`src/rtl/convertidor_bin_bcd_pkg.sv`:
```
// Shared definitions for the binary-to-BCD converter: FSM encoding,
// digit width and the double-dabble adjust constants.
package convertidor_bin_bcd_pkg;

  typedef enum logic [1:0] {
    S_IDLE  = 2'd0,
    S_SHIFT = 2'd1,
    S_DONE  = 2'd2
  } state_t;

  localparam int BCD_W      = 4;
  localparam int ADJ_THRESH = 5;
  localparam int ADJ_ADD    = 3;

endpackage

```
`src/rtl/convertidor_bin_bcd_ajuste_digito.sv`:
```
// Double-dabble digit adjust: a BCD digit of 5 or more gets +3 so that the
// following left shift carries correctly into the next decimal digit.
module ajuste_digito
  import convertidor_bin_bcd_pkg::*;
(
  input  logic [BCD_W-1:0] digit_in,
  output logic [BCD_W-1:0] digit_out
);

  always_comb begin
    // NOTE: default assignment first, so no path leaves digit_out unassigned (no latch).
    digit_out = digit_in;
    if (digit_in >= BCD_W'(ADJ_THRESH))
      digit_out = digit_in + BCD_W'(ADJ_ADD);
  end

endmodule

```
`src/rtl/convertidor_bin_bcd.sv`:
```
// Sequential binary-to-BCD converter (shift-and-add-3), one bit per cycle,
// with start/done handshake and optional two's-complement input.
module convertidor_bin_bcd
  import convertidor_bin_bcd_pkg::*;
#(
  parameter int WIDTH  = 8,
  parameter int DIGITS = 3,
  parameter int SIGNED = 0
) (
  input  logic                      clk,
  input  logic                      rst,
  input  logic                      start,
  input  logic [WIDTH-1:0]          bin_in,
  output logic                      busy,
  output logic                      done,
  output logic [BCD_W*DIGITS-1:0]   bcd_out,
  output logic                      neg,
  output logic                      ovf
);

  localparam int CNT_W   = $clog2(WIDTH + 1);
  localparam int BCD_TOT = BCD_W * DIGITS;

  state_t               state;
  logic [BCD_TOT-1:0]   scratch;
  logic [BCD_TOT-1:0]   scratch_adj;
  logic [BCD_TOT-1:0]   scratch_next;
  logic [WIDTH-1:0]     mag;
  logic [WIDTH-1:0]     mag_load;
  logic [CNT_W-1:0]     cnt;
  logic                 ovf_s;
  logic                 neg_s;
  logic                 ovf_next;

  for (genvar g = 0; g < DIGITS; g++) begin : g_adj
    ajuste_digito u_adj (
      .digit_in  (scratch[g*BCD_W +: BCD_W]),
      .digit_out (scratch_adj[g*BCD_W +: BCD_W])
    );
  end

  // The bit leaving the top digit means the value needs more than DIGITS digits.
  assign scratch_next = {scratch_adj[BCD_TOT-2:0], mag[WIDTH-1]};
  assign ovf_next     = ovf_s | scratch_adj[BCD_TOT-1];
  assign mag_load     = (SIGNED != 0 && bin_in[WIDTH-1]) ? -bin_in : bin_in;

  always_ff @(posedge clk) begin
    // NOTE: non-blocking assignments for all state, so every register samples pre-edge values.
    if (rst) begin
      state   <= S_IDLE;
      scratch <= '0;
      mag     <= '0;
      cnt     <= '0;
      ovf_s   <= 1'b0;
      neg_s   <= 1'b0;
      busy    <= 1'b0;
      done    <= 1'b0;
      bcd_out <= '0;
      neg     <= 1'b0;
      ovf     <= 1'b0;
    end else begin
      done <= 1'b0;
      case (state)
        S_IDLE, S_DONE: begin
          if (start) begin
            state   <= S_SHIFT;
            busy    <= 1'b1;
            mag     <= mag_load;
            neg_s   <= (SIGNED != 0) && bin_in[WIDTH-1];
            scratch <= '0;
            ovf_s   <= 1'b0;
            cnt     <= CNT_W'(WIDTH);
          end else begin
            state <= S_IDLE;
          end
        end
        S_SHIFT: begin
          scratch <= scratch_next;
          mag     <= mag << 1;
          ovf_s   <= ovf_next;
          cnt     <= cnt - CNT_W'(1);
          if (cnt == CNT_W'(1)) begin
            state   <= S_DONE;
            busy    <= 1'b0;
            done    <= 1'b1;
            bcd_out <= scratch_next;
            ovf     <= ovf_next;
            neg     <= neg_s;
          end
        end
        default: state <= S_IDLE;
      endcase
    end
  end

endmodule

```
`config.mk`:
```
export PLATFORM = sky130hd
export DESIGN_NAME = convertidor_bin_bcd
export DESIGN_NICKNAME = d
export VERILOG_FILES = /design/src/rtl/convertidor_bin_bcd_pkg.sv /design/src/rtl/convertidor_bin_bcd_ajuste_digito.sv /design/src/rtl/convertidor_bin_bcd.sv
export SDC_FILE = /design/constraint.sdc
export NUM_CORES = 1
export LEC_CHECK = 0
export CAP_MARGIN = 10
export CORE_UTILIZATION = 30
export DETAILED_ROUTE_END_ITERATION = 7
export DONT_BUFFER_PORTS = 1
export HOLD_SLACK_MARGIN = 0.15
export PLACE_DENSITY = 0.56
export SYNTH_ARGS = -nofsm -noshare
export SYNTH_HDL_FRONTEND = slang
export SYNTH_SLANG_ARGS = --single-unit
export TNS_END_PERCENT = 30
```
`constraint.sdc`:
```
create_clock -name clk -period 1.6 [get_ports clk]
set_clock_uncertainty 0.2 [all_clocks]
set_input_delay 0.16 -clock clk [delete_from_list [all_inputs] [get_ports clk]]
set_output_delay 0.16 -clock clk [all_outputs]
set_load 0.005 [all_outputs]
```
==> run_results.csv <==
group,metric,value,unit
timing,tightest_slew,0.5961,ns
logic_synthesis,syn_area_per_cell,8.997,µm²
clock_network,cts_sinks,42,
critical_path,slowest_delay,0.39,ns
clock_network,cts-htree-levels,2,
timing,rsz0062_at_grt,"true",
logic_synthesis,synth_xor_xnor_area_share,1.391,%
timing,setup_slack,-0.1987,ns
status,status,"finished with violations",
finish,nFillCells,611,
finish,diodes,0,
logic_synthesis,seq_area_frac_synth,44.50,%
logic_synthesis,syn_nets,229,
routing,postRouteAntennaNets,0,
worst_hold_path,hold_depth,3,
floorplanning,start_util,31.54,%
finish,fin_area,2539,µm²
floorplanning,rows,28,
worst_hold_path,hold_path_end,"scratch[8]",
critical_path,slowest_stage,"or3b_4",
place,place_hpwl,2767,µm
logic_synthesis,synth_fa_ha_area_share,5.298,%
timing,setup_viol,19,
routing,wl_per_cell,13.83,µm
clock_network,cts_tree,"built",
finish,area_delta_synth_final,34.37,%
routing,wirelength,4411,µm
logic_synthesis,async_flop_share,0,%
finish,layout-drive-gt1-share,33.61,%
run,maxCapViolations,0,
global_route,grt_use_total,14.55,%
critical_path,cp_max_fo,4,
timing,max_freq,555.9,MHz
logic_synthesis,yosysWarnings,0,
critical_path,cp.required,1.63,ns
finish,final_common_cell,"dfxtp_1",
critical_path,crit_type,"flop to flop",
clock_network,root_buffer,"clkbuf_8",
place,placed_area,2122,µm²
timing,max_slew_margin,60.21,%
critical_path,reg2regPathDepth,6,
power_and_ir_drop,power.leakage,0.8954,nW
logic_synthesis,synthFlopType,"dfxtp_1",
power_and_ir_drop,cellPowerDensity,873.2,nW/µm²
logic_synthesis,synth_top_family_by_area,"compound AO/OA/AOI/OAI gates",
timing,final_max_slew_viol_count,0,
logic_synthesis,yosys.area_share.simple,19.74,%
worst_hold_path,min_path_type,"primary input to flop",
routing,routed-via-count,1587,
logic_synthesis,synth_cells,210,
routing,vias_per_cell,4.975,
floorplanning,core-area,5991,µm²
worst_hold_path,hp-start,"start",
place,gp_congestion,0.7350,
logic_synthesis,synth-seq-cells,42,
critical_path,endpoint_kind,"flop",
critical_path,critPathLaunchType,"flop",
critical_path,crit_chain,"inv_2, ha_4, or3b_4, or3_4, buf_6, o22ai_2",
global_route,grt_pass1_wl,7196,µm
place,dp_slack,-0.2449,ns
critical_path,timing.rr.end,"bcd_out[2]",
finish,layout.nets,262,
clock_network,clk_latency,0.30,ns
timing,finalCritPeriodShare,112.4,%
place,portBuffers,0,
global_route,grt_max_degree,43,
finish,final_cell_mix,"dfxtp_1 (36), buf_4 (25), a21oi_1 (18)",
clock_network,clkTransAtPathRegs,0.08,ns
critical_path,r2r_slack,-0.20,ns
global_route,antenna_found_initial,0,
timing,hold_viol,0,
critical_path,arrival,1.83,ns
timing,fin_crit,1.799,ns
logic_synthesis,yosysUniqueCellTypes,31,
logic_synthesis,synth_compound_area_share,21.19,%
floorplanning,die_x,81.36,µm
routing,drc,0,
logic_synthesis,synth-edff-count,0,
critical_path,r2r-start,"cnt[1]",
global_route,overflow,0,
floorplanning,die_y,81.36,µm
logic_synthesis,synth.area.mux_share,1.788,%
routing,drt-pass1-iter-count,3,
floorplanning,dieArea,6619,µm²
clock_network,cts.path.max_buffers,2,
power_and_ir_drop,ir_drop,0.4478,mV
floorplanning,pin_count,27,
global_route,grt_pass1_vias,1548,
routing,drt_iter0_markers,45,
clock_network,cts_buffers,5,
status,violations,"setup timing",
logic_synthesis,netlist_area,1889,µm²
[critical path, delay by kind of cell (launching register included)]
| kind | cells | cell delay (ns) |
|---|---|---|
| compound gates | 1 | 0.13 |
| fa+ha+maj | 1 | 0.11 |
| buf+inv | 2 | 0.21 |
| flops | 1 | 0.33 |
| simple gates | 2 | 0.74 |
[cell usage after synthesis, types with 2 or more instances]
library cell / instances / share of area, %
a211oi_1: 6 / 2.4
a21oi_1: 23 / 6.1
a22oi_1: 9 / 3.6
buf_2: 2 / 0.53
buf_4: 2 / 0.79
clkbuf_1: 9 / 1.8
dfxtp_1: 42 / 45
ha_1: 8 / 5.3
inv_1: 11 / 2.2
mux2_2: 3 / 1.8
nand2_1: 9 / 1.8
nand2b_1: 11 / 3.6
nand3_1: 3 / 0.79
nand3b_1: 3 / 1.2
nor2_1: 16 / 3.2
nor2b_1: 2 / 0.66
nor3_1: 7 / 1.9
nor3b_1: 7 / 2.8
o21ai_0: 6 / 1.6
o22ai_1: 8 / 2.6
o22ai_2: 6 / 4.0
or3_1: 6 / 2.0
xnor2_1: 3 / 1.4
[registers in the layout, indices dropped and copies added, names as in the netlist]
name / count
busy: 1
state: 2
scratch: 12
bcd_out: 12
ovf: 1
cnt: 4
mag: 8
done: 1
ovf_s: 1
[through the flow]
step	setup TNS, ns	util [%]	cells	hold slack, ns	power [W]
after CTS	-2.999	40.98	317	0.1544	0.002227
after detailed placement	-5.100	35.42	297	0.03797	0.001327
after global placement	-4.485	35.42	297	0.03222	0.001322
after floorplan	-1.684	-	210	0.1208	0.001267
after global routing	-4.047	42.38	319	0.1776	0.002320
final	-2.401	42.38	319	0.1746	0.002217
[worst max path at each step]
stage                     slack, ns    from           to
after detailed placement      -0.24  cnt[1]   bcd_out[7]
after CTS                     -0.24  cnt[1]   bcd_out[1]
after floorplan               -0.15  cnt[1]   bcd_out[1]
after global routing          -0.27  cnt[1]          ovf
after global placement        -0.22  cnt[1]  bcd_out[11]
final                         -0.20  cnt[1]   bcd_out[2]
[area by class of cell]
cell class,instances,area (µm²),share of cell area (%)
multi-input combinational,143,1082,42.63
tap,75,93.84,3.696
clock inverter,2,37.54,1.479
inverter,11,41.29,1.626
timing repair buffer,40,362.8,14.29
sequential,42,848.3,33.42
clock buffer,6,72.57,2.859
[logic make-up (layout without fill, tap and decap cells)]
| kind of cell | after synthesis | count (layout) |
|---|---|---|
| flops | 42 | 42 |
| mux | 3 | 3 |
| fa+ha+maj | 8 | 8 |
| simple gates | 68 | 68 |
| other cells | 1 | 1 |
| compound gates | 60 | 60 |
| xor+xnor | 3 | 3 |
| buf+inv | 25 | 59 |
[where the power goes]
part | internal [W] | switching [W]
sequential | 0.00108 | 0.0000236
clock | 0.000466 | 0.000382
combinational | 0.000121 | 0.000143
[per-layer routing]
layer | track usage, % | wire length (µm)
met1 | 18.13 | 2047
met2 | 23.17 | 2118
met3 | 4.045 | 179
met4 | 6.429 | 65
met5 | 0 | 0
[what timing repair did]
item	4_1_cts	5_1_grt
endpoints found under the setup margin	36	33
hold endpoints to repair	42	0
hold buffers	10	0
pin swaps	11	7
setup buffers	2	2
gates resized for setup	25	17
gates cloned	0	0
Note: power is estimated with default switching activity, not from simulation.
